`src/rtl/uart_tx_byte.sv`:
```
// uart_tx_byte: byte-serial UART transmitter, LSB first, start + 8 data
// + optional parity + 1 or 2 stop bits. busy is combinational so the
// upstream sender sees it in the same cycle as its own req strobe.
module uart_tx_byte #(
  parameter int CLK_FREQ  = 50000000,
  parameter int BAUD      = 115200,
  parameter int PARITY    = 0,
  parameter int STOP_BITS = 1
) (
  input  logic       clk,
  input  logic       rst_n,
  input  logic       req,
  input  logic [7:0] data,
  output logic       tx,
  output logic       busy,
  output logic       done,
  output logic       drop
);

  localparam int DIV = CLK_FREQ / BAUD;
  localparam int CW  = (DIV > 1) ? $clog2(DIV) : 1;
  localparam logic [CW-1:0] CNT_LAST = CW'(DIV - 1);
  // done is registered, so it is raised one clock ahead of the last stop clock
  localparam logic [CW-1:0] CNT_PRE  = CW'(DIV - 2);
  localparam logic [2:0]    LAST_STOP = 3'(STOP_BITS - 1);

  if (DIV < 4) begin : g_div_chk
    $error("uart_tx_byte: CLK_FREQ/BAUD must be >= 4");
  end
  if (STOP_BITS != 1 && STOP_BITS != 2) begin : g_stop_chk
    $error("uart_tx_byte: STOP_BITS must be 1 or 2");
  end
  if (PARITY < 0 || PARITY > 2) begin : g_par_chk
    $error("uart_tx_byte: PARITY must be 0, 1 or 2");
  end

  typedef enum logic [2:0] {S_IDLE, S_START, S_DATA, S_PARITY, S_STOP} state_t;

  state_t        state_q, state_d;
  logic [CW-1:0] cnt_q, cnt_d;
  logic [2:0]    bit_q, bit_d;     // data bit index in DATA, stop bit index in STOP
  logic [7:0]    shift_q, shift_d;
  logic          par_q, par_d;
  logic          busy_q, busy_d;
  logic          tx_q, tx_d;
  logic          done_q, done_d;
  logic          drop_q, drop_d;

  assign tx   = tx_q;
  assign busy = busy_q | req;
  assign done = done_q;
  assign drop = drop_q;

  // State and output registers; reset aborts any frame and idles the line.
  always_ff @(posedge clk or negedge rst_n) begin
    if (!rst_n) begin
      state_q <= S_IDLE;
      cnt_q   <= '0;
      bit_q   <= '0;
      shift_q <= '0;
      par_q   <= 1'b0;
      busy_q  <= 1'b0;
      tx_q    <= 1'b1;
      done_q  <= 1'b0;
      drop_q  <= 1'b0;
    end else begin
      state_q <= state_d;
      cnt_q   <= cnt_d;
      bit_q   <= bit_d;
      shift_q <= shift_d;
      par_q   <= par_d;
      busy_q  <= busy_d;
      tx_q    <= tx_d;
      done_q  <= done_d;
      drop_q  <= drop_d;
    end
  end

  // Next state; tx_d is the line level for the following clock, so every
  // transition also selects the first level of the state being entered.
  always_comb begin
    state_d = state_q;
    cnt_d   = cnt_q + CW'(1);
    bit_d   = bit_q;
    shift_d = shift_q;
    par_d   = par_q;
    busy_d  = busy_q;
    tx_d    = tx_q;
    done_d  = 1'b0;
    drop_d  = 1'b0;
    case (state_q)
      S_IDLE: begin
        cnt_d = '0;
        tx_d  = 1'b1;
        if (req) begin
          shift_d = data;
          par_d   = (PARITY == 1) ? ~^data : ^data;
          busy_d  = 1'b1;
          bit_d   = '0;
          tx_d    = 1'b0;
          state_d = S_START;
        end
      end
      S_START: begin
        drop_d = req;
        if (cnt_q == CNT_LAST) begin
          cnt_d   = '0;
          bit_d   = '0;
          tx_d    = shift_q[0];
          state_d = S_DATA;
        end
      end
      S_DATA: begin
        drop_d = req;
        if (cnt_q == CNT_LAST) begin
          cnt_d   = '0;
          shift_d = shift_q >> 1;
          if (bit_q == 3'd7) begin
            bit_d = '0;
            if (PARITY != 0) begin
              tx_d    = par_q;
              state_d = S_PARITY;
            end else begin
              tx_d    = 1'b1;
              state_d = S_STOP;
            end
          end else begin
            bit_d = bit_q + 3'd1;
            tx_d  = shift_q[1];
          end
        end
      end
      S_PARITY: begin
        drop_d = req;
        if (cnt_q == CNT_LAST) begin
          cnt_d   = '0;
          bit_d   = '0;
          tx_d    = 1'b1;
          state_d = S_STOP;
        end
      end
      S_STOP: begin
        drop_d = req;
        tx_d   = 1'b1;
        done_d = (bit_q == LAST_STOP) && (cnt_q == CNT_PRE);
        if (cnt_q == CNT_LAST) begin
          cnt_d = '0;
          if (bit_q == LAST_STOP) begin
            busy_d  = 1'b0;
            state_d = S_IDLE;
          end else begin
            bit_d = bit_q + 3'd1;
          end
        end
      end
      default: begin
        state_d = S_IDLE;
        tx_d    = 1'b1;
        busy_d  = 1'b0;
      end
    endcase
  end

endmodule

```
`config.mk`:
```
export PLATFORM = sky130hd
export DESIGN_NAME = uart_tx_byte
export DESIGN_NICKNAME = d
export VERILOG_FILES = /design/src/rtl/uart_tx_byte.sv
export SDC_FILE = /design/constraint.sdc
export NUM_CORES = 1
export LEC_CHECK = 0
export CAP_MARGIN = 0
export CORE_ASPECT_RATIO = 1.1
export CORE_MARGIN = 10
export CORE_UTILIZATION = 39
export DETAILED_ROUTE_END_ITERATION = 7
export PLACE_DENSITY = 0.59
export SLEW_MARGIN = 20
export SYNTH_ARGS = -nofsm -noshare
export SYNTH_HDL_FRONTEND = slang
export SYNTH_SLANG_ARGS = --single-unit
```
`constraint.sdc`:
```
create_clock -name clk -period 3.8 [get_ports clk]
set_input_delay 0.76 -clock clk [delete_from_list [all_inputs] [get_ports clk]]
set_output_delay 0.76 -clock clk [all_outputs]
set_load 0.01 [all_outputs]
```
; ---- Word-level counts from Yosys, hierarchy flattened
; Cells that the tools add are included.
[op_classes]
reduce_logical = 13
eq_ne = 16
mux = 32
n_bitwise = 2
addsub = 2
[op_table]
columns = operator, n
row1 = 2-to-1 mux 3 bit, 13
row2 = equality test 9 bit (second input constant), 2
row3 = one-hot mux 9 bit (2 select lines), 1
row4 = 2-to-1 mux 8 bit, 2
row5 = inequality test 2 bit (second input constant), 8
row6 = one-hot mux 8 bit (2 select lines), 1
row7 = one-hot mux 3 bit (5 select lines), 1
row8 = one-hot mux 3 bit (4 select lines), 1
row9 = 2-to-1 mux 1 bit, 10
row10 = adder 9 x 1 -> 9 bit (second input constant), 1
row11 = 2-to-1 mux 9 bit, 1
row12 = AND reduction 7 bit, 1
row13 = equality test 3 x 2 -> 1 bit (second input constant), 2
row14 = equality test 3 bit (second input constant), 2
row15 = logical NOT 3 bit, 2
row16 = AND reduction 3 bit, 2
row17 = AND reduction 6 bit, 1
row18 = one-hot mux 1 bit (4 select lines), 1
row19 = AND reduction 4 bit, 1
row20 = nonzero test 4 bit, 1
row21 = OR reduction 4 bit, 1
row22 = adder 3 x 1 -> 3 bit (second input constant), 1
row23 = equality test 3 x 1 -> 1 bit (second input constant), 1
row24 = one-hot mux 1 bit (3 select lines), 1
row25 = other kinds (7), 7
[totals]
in_bits = 11
output_inout_bits = 4
wordCells = 73
reg_bits = 27

; ---- Longest topological paths before layout
; Gate-level depths: netlist of the first run.
[logic_depth]
ltp_word = 4
depth_mapped = 7
depth_no_buf = 6

; ---- Worst setup path after synthesis of the first run
; OpenSTA, ideal clock, no wires.
[synth_path]
path_kind = flip-flop to flip-flop
start = register cnt_q[6]
end = register bit_q[0]
setup_time_ns = 0.125
path_stages_with_launch = 6
required_time_ns = 3.675
synth_period_minus_slack_ns = 2.011
path_buffers = 1
arrival_time_ns = 1.886
slack_ns = 1.789
cell_sequence = dfrtp_1 -> nand4b_2 -> or4_4 -> buf_6 -> a221oi_4 -> mux2_4
[synth_between]
elab_chain_len = 3
word_cells_on_any_way = 5
classes_between = eq/ne: 4 / reduce/logical: 1
[synth_lines]
columns = element, line
row1 = start: declaration, 40  ; logic [CW-1:0] cnt_q, cnt_d;
row2 = start signal: assignment, 68  ; cnt_q <= cnt_d;
row3 = equality test 9 bit *, --
row4 = inequality test 2 x 1 -> 1 bit (no line) / inequality test 2 bit (equally long branches), --
row5 = AND reduction 6 bit (no line) *, --
row6 = end signal: assignment, 69  ; bit_q <= bit_d;
row7 = end: declaration, 41  ; logic [2:0] bit_q, bit_d;
; Every way passes the cells marked *; elsewhere a longest branch is shown, timed or not.
; A chain may end at the register's enable or synchronous reset.

; ---- Worst setup path in the final report of the first run
[layout_path]
start = input req
end = output busy
[layout_between]
elab_chain_len = 1
[layout_lines]
columns = element, line
row1 = start: declaration, 12  ; input logic req,
row2 = bitwise OR 1 bit, 50  ; assign busy = busy_q | req;
row3 = end: declaration, 15  ; output logic busy,
; Every way passes these cells.

==> impl_metrics.py, run 1 <==
metrics = {
    "yosys": {
        "yosysSeqAreaShare_pct": 45.3,
        "synth_cells": 135,
        "synth_simple_gate_area_share_pct": 17.1,
        "yosys_warnings": 0,
        "synth-compound-area-share_pct": 9.05,
        "synth-adder-area-share_pct": 5.70,
        "yosysTopAreaCell": "dfrtp_1",
        "synth-edff-count": 0,
        "synth_top_area_share_pct": 43.6,
        "ys_seq_elements": 27,
        "ys.flop_type": "dfrtp_1",
        "synthMuxAreaShare_pct": 14.7,
        "async_flop_share_pct": 100,
        "synth_xor_area_share_pct": 4.10,
        "synth_top_family_by_area": "simple AND/OR/NAND/NOR gates",
        "netlist_top_cells_area": "dfrtp_1 44%, mux2_4 8.0%, mux2_2 5.3%",
        "syn_area_per_cell_sq_um": 11.1,
        "synthesis.area_sq_um": 1490,
        "netlist-cell-type-count": 39,
        "synth_nets": 152,
    },
    "timing": {
        "setup_tns_ns": 0,
        "fin_crit_ns": 2.83,
        "rsz0062_at_grt": "no",
        "post-route-period-util_pct": 74.4,
        "finalHoldViolCount": 0,
        "fmax_ghz": 0.354,
        "tightest_slew_ns": 0.719,
        "finClkSkew_ns": 0.00586,
        "finalSetupViolCount": 0,
        "fin_ws_ns": 0.973,
        "slew_headroom_pct": 51.7,
        "slew_violations": 0,
    },
    "cells_and_area": {
        "multi_input_area_sq_um": 756,
        "final_cell_mix": "26 x dfrtp_1, 14 x clkdlybuf4s50_1, 13 x nor2_1",
        "num-fill-cells": 364,
        "nets": 168,
        "layout_commonest_cell": "dfrtp_1",
        "synthToLayoutAreaGrowth_pct": 15.5,
        "drive_gt1_share_pct": 19.3,
        "diodes": 0,
        "regArea_sq_um": 677,
    },
    "routing": {
        "via_per_inst": 4.98,
        "drc_errors": 0,
        "routed-via-count": 996,
        "wl_um": 2840,
        "antenna_violating_nets_post_route": 0,
        "detail_route.iter0.violations": 74,
        "first_pass_iters": 3,
        "wl_per_cell_um": 14.2,
    },
    "setup_path": {
        "path_max_fanout": 6,
        "setup.worst_path.end_class": "output port",
        "startpoint_type": "input pin",
        "crit_required_ns": 3.04,
        "arrival_ns": 2.07,
        "worstSetupPathType": "in2out",
    },
    "floorplan": {
        "die_height_um": 84.9,
        "core_region_area_sq_um": 3680,
        "initial_core_util_pct": 40.6,
        "ioPinCount": 15,
        "fp-row-count": 23,
        "dieArea_sq_um": 6710,
        "die_w_um": 79.0,
    },
    "power_and_ir_drop": {
        "leakagePower_nw": 0.684,
        "irDropWorstVdd_mv": 0.133,
        "p_per_area_nw_per_um2": 283,
    },
    "cts": {
        "clk_pin_slew_worst_paths_ns": 0.08,
        "insertion_delay_ns": 0.28,
        "hold_buffers": 0,
        "cts_resized": 0,
        "cts_buffers": 3,
        "root_buffer": "clkbuf_8",
        "cts_setup_buffers": 0,
        "cts_tree": "done",
        "h-tree-depth": 1,
        "cts_sinks": 27,
        "clockBufferDepth": 2,
    },
    "grt": {
        "grt_overflow": 0,
        "grt_pass1_vias": 1061,
        "grt_start_max_net_pins": 28,
        "antenna_found_initial": 0,
        "grt_pass1_wl_um": 5090,
        "grt_usage_pct": 9.37,
    },
    "placed_design": {
        "dp_slack_ns": 0.963,
        "routabilityCongestion": 0.744,
        "dp_hpwl_um": 2090,
        "port_buffers": 14,
    },
    "run_status": {
        "status": "completed",
    },
    "min_path": {
        "hold_path_class": "reg2reg",
    },
    "run": {
        "max-cap-violations": 0,
    },
}
-- kinds of logic (layout without fill, tap and decap cells) --
family	after synthesis	in the layout
flops	27	27
xor+xnor	7	7
simple gates	45	45
compound gates	18	18
fa+ha+maj	7	7
buf+inv	14	29
mux	17	17
-- Yosys cell counts (2+ instances only) --
cell      number
nand2_1        9
mux2i_1        2
nand2b_1       2
nor2b_1        2
dfrtp_1       26
o21ai_0        6
ha_1           6
a21oi_1        5
clkbuf_1       2
nor2_1        13
nor3_1         3
inv_1         10
xnor2_1        4
xor2_1         3
nand3_1        3
mux2_4         8
o211ai_1       2
nor4_1         2
mux2_2         7
-- final timing paths --
path / start / slack, ns / cells after the start / end
max: req / 0.97 / 3 / busy
min: shift_q[2] / 0.51 / 1 / shift_q[2]
max reg2reg: state_q[1] / 1.64 / 4 / shift_q[3]
min reg2reg: shift_q[2] / 0.51 / 1 / shift_q[2]
max in group asynchronous: rst_n / 2.66 / 2 / tx
min in group asynchronous: rst_n / 0.85 / 2 / drop
-- sequential cells by signal, indices dropped and copies added, names as in the netlist --
signal,count
cnt_q,9
tx,1
done,1
drop,1
state_q,3
shift_q,8
bit_q,3
busy_q,1
-- critical path, cell delays in order --
cell	delay, ns
clkdlybuf4s50_1	0.50
or2_2	0.32
clkdlybuf4s50_1	0.48
-- power by group --
| part | leakage (nW) | internal, mW | switching, mW | total (mW) |
|---|---|---|---|---|
| sequential | 0.320 | 0.291 | 0.00239 | 0.294 |
| combinational | 0.341 | 0.0188 | 0.0109 | 0.0297 |
| clock | 0.0228 | 0.0753 | 0.0887 | 0.164 |
-- metal layers --
| metal | vias up | global-route usage (%) | wire [um] | share of wire [%] |
|---|---|---|---|---|
| li1 | 496 | - | - | - |
| met1 | 487 | 10.4 | 1260 | 44 |
| met2 | 8 | 16.0 | 1450 | 51 |
| met3 | 5 | 2.11 | 70 | 2.5 |
| met4 | 0 | 5.38 | 69 | 2.4 |
| met5 | - | 0 | 0 | 0 |
-- per-stage QoR --
stage	cell area, sq um	utilization [%]	cells	power, mW	hold slack, ns
after CTS	1730	46.8	200	0.495	0.518
after floorplan	1490	-	135	0.310	0.464
after detailed placement	1680	45.6	196	0.330	0.491
final	1730	46.8	200	0.488	0.513
after global placement	1680	45.6	196	0.329	0.489
after global routing	1730	46.8	200	0.510	0.543
-- layout make-up --
cell class	count	area share (%)
clock buffers	4	2.61
multi-input cells	94	43.8
flip-flops and latches	27	39.2
repair buffers	15	8.56
inverters	10	2.18
well taps	50	3.63
(Power assumes the default switching activity.)
==> run 2, diff against run 1 <==
Settings changed: PLACE_DENSITY 0.59 to 0.61.
Clock period 3.8 ns to 2.6 ns, I/O delays scaled along.
==> run 2 against run 1 <==
  * Via count is 0.40% higher
  * Utilization is 0.41 points higher
  * Sequential power is 46% higher
  * Critical path type unchanged
  * Largest cell class unchanged
  * Highest routed layer unchanged
==> impl_metrics.py, run 2 (synthesis results as in run 1) <==
metrics = {
    "grt": {
        "grt_pass1_wl_um": 4700,
        "grt_overflow": 0,
        "grt_pass1_vias": 1001,
        "grt_start_max_net_pins": 28,
        "grt_usage_pct": 8.32,
        "antenna_found_initial": 0,
    },
    "cells_and_area": {
        "top_register": "cnt_q",
        "final_area_sq_um": 1740,
        "synthToLayoutAreaGrowth_pct": 16.5,
        "drive_gt1_share_pct": 20.4,
        "largest_reg_flops": 9,
        "finalCoreUtilization_pct": 47.2,
        "final_cell_mix": "26 x dfrtp_1, 14 x clkdlybuf4s50_1, 13 x nor2_1",
        "top_regs": "cnt_q (9), shift_q (8)",
        "layout_commonest_cell": "dfrtp_1",
        "finalNonFillerCells": 202,
        "nets": 170,
        "diodes": 0,
    },
    "timing": {
        "post-route-period-util_pct": 85.7,
        "finalSetupViolCount": 0,
        "finClkSkew_ns": 0.00349,
        "tightest_slew_ns": 0.640,
        "finalHoldViolCount": 0,
        "setup_tns_ns": 0,
        "fin_ws_ns": 0.371,
        "fmax_ghz": 0.449,
        "rsz0062_at_grt": "no",
        "slew_violations": 0,
        "fin_crit_ns": 2.23,
        "hold_slack_ns": 0.521,
        "slew_headroom_pct": 57.0,
    },
    "placed_design": {
        "placed_area_sq_um": 1700,
        "post-place-cells": 198,
        "routabilityCongestion": 0.789,
        "dp_hpwl_um": 2050,
        "dp_slack_ns": 0.368,
        "port_buffers": 14,
    },
    "setup_path": {
        "worstSetupPathType": "in2out",
        "path_max_fanout": 2,
        "path_cells": "clkdlybuf4s50_1 > or2_2 > clkdlybuf4s50_1",
        "max_stage_delay_ns": 0.48,
        "cpMostUsedCell": "clkdlybuf4s50_1",
        "slowest_stage": "clkdlybuf4s50_1",
        "startpoint_type": "input pin",
        "setup.worst_path.end_class": "output port",
        "arrival_ns": 1.71,
        "crit_required_ns": 2.08,
    },
    "cts": {
        "cts_tree": "done",
        "insertion_delay_ns": 0.26,
        "hold_buffers": 0,
        "cts_sinks": 27,
        "clk_pin_slew_worst_paths_ns": 0.09,
        "clockBufferDepth": 2,
        "root_buffer": "clkbuf_8",
        "cts_setup_buffers": 0,
        "h-tree-depth": 1,
        "cts_resized": 0,
        "cts_buffers": 3,
    },
    "floorplan": {
        "ioPinCount": 15,
        "die_w_um": 79.0,
        "core_region_area_sq_um": 3680,
        "die_height_um": 84.9,
        "fp-row-count": 23,
        "initial_core_util_pct": 40.6,
        "dieArea_sq_um": 6710,
    },
    "power_and_ir_drop": {
        "leakagePower_nw": 0.694,
        "power_mw": 0.707,
        "p_per_area_nw_per_um2": 406,
        "irDropWorstVdd_mv": 0.182,
    },
    "routing": {
        "wl_um": 2750,
        "via_per_inst": 4.95,
        "routed-via-count": 1000,
        "first_pass_iters": 4,
        "wl_per_cell_um": 13.6,
        "detail_route.iter0.violations": 40,
        "antenna_violating_nets_post_route": 0,
        "drc_errors": 0,
    },
    "run": {
        "max-cap-violations": 0,
    },
    "run_status": {
        "status": "completed",
    },
    "min_path": {
        "hold_path_class": "reg2reg",
    },
}
[run 2: cell types whose count changed in the layout (fill, tap and decap cells not counted)]
cell	change
buf_4	+2
[run 2: power by group]
group          internal, mW  switching (mW)  total [mW]
logic                0.0285          0.0165      0.0451
clock network         0.109           0.123       0.232
registers             0.426         0.00334       0.429
[run 2: final timing paths]
check | startpoint | to | slack, ns | cells after the start
setup / recovery | req | busy | 0.37 | 3
hold / removal | shift_q[6] | shift_q[6] | 0.52 | 1
setup reg to reg | cnt_q[6] | shift_q[4] | 0.52 | 4
hold reg to reg | shift_q[6] | shift_q[6] | 0.52 | 1
max in group asynchronous | rst_n | tx | 1.67 | 2
min in group asynchronous | rst_n | shift_q[3] | 0.62 | 2
[run 2: cell type report]
cell class	instances	area (sq um)
Multi-Input combinational cell	94	756
Sequential cell	27	677
Tap cell	50	62.6
Inverter	10	37.5
Fill cell	355	1940
Timing Repair Buffer	17	163
Clock buffer	4	45.0
[run 2: worst max-delay path, delay by kind of cell]
family / cells / cell delay [ns]
AND/OR/NAND/NOR: 1 / 0.29
buffers and inverters: 2 / 0.89
[run 2: layer usage]
metal	vias to the layer above	GRT usage, %	wire [um]
li1	501	-	-
met1	487	10.0	1300
met2	10	14.4	1360
met3	2	1.58	68
met4	0	2.61	22
met5	-	0	0
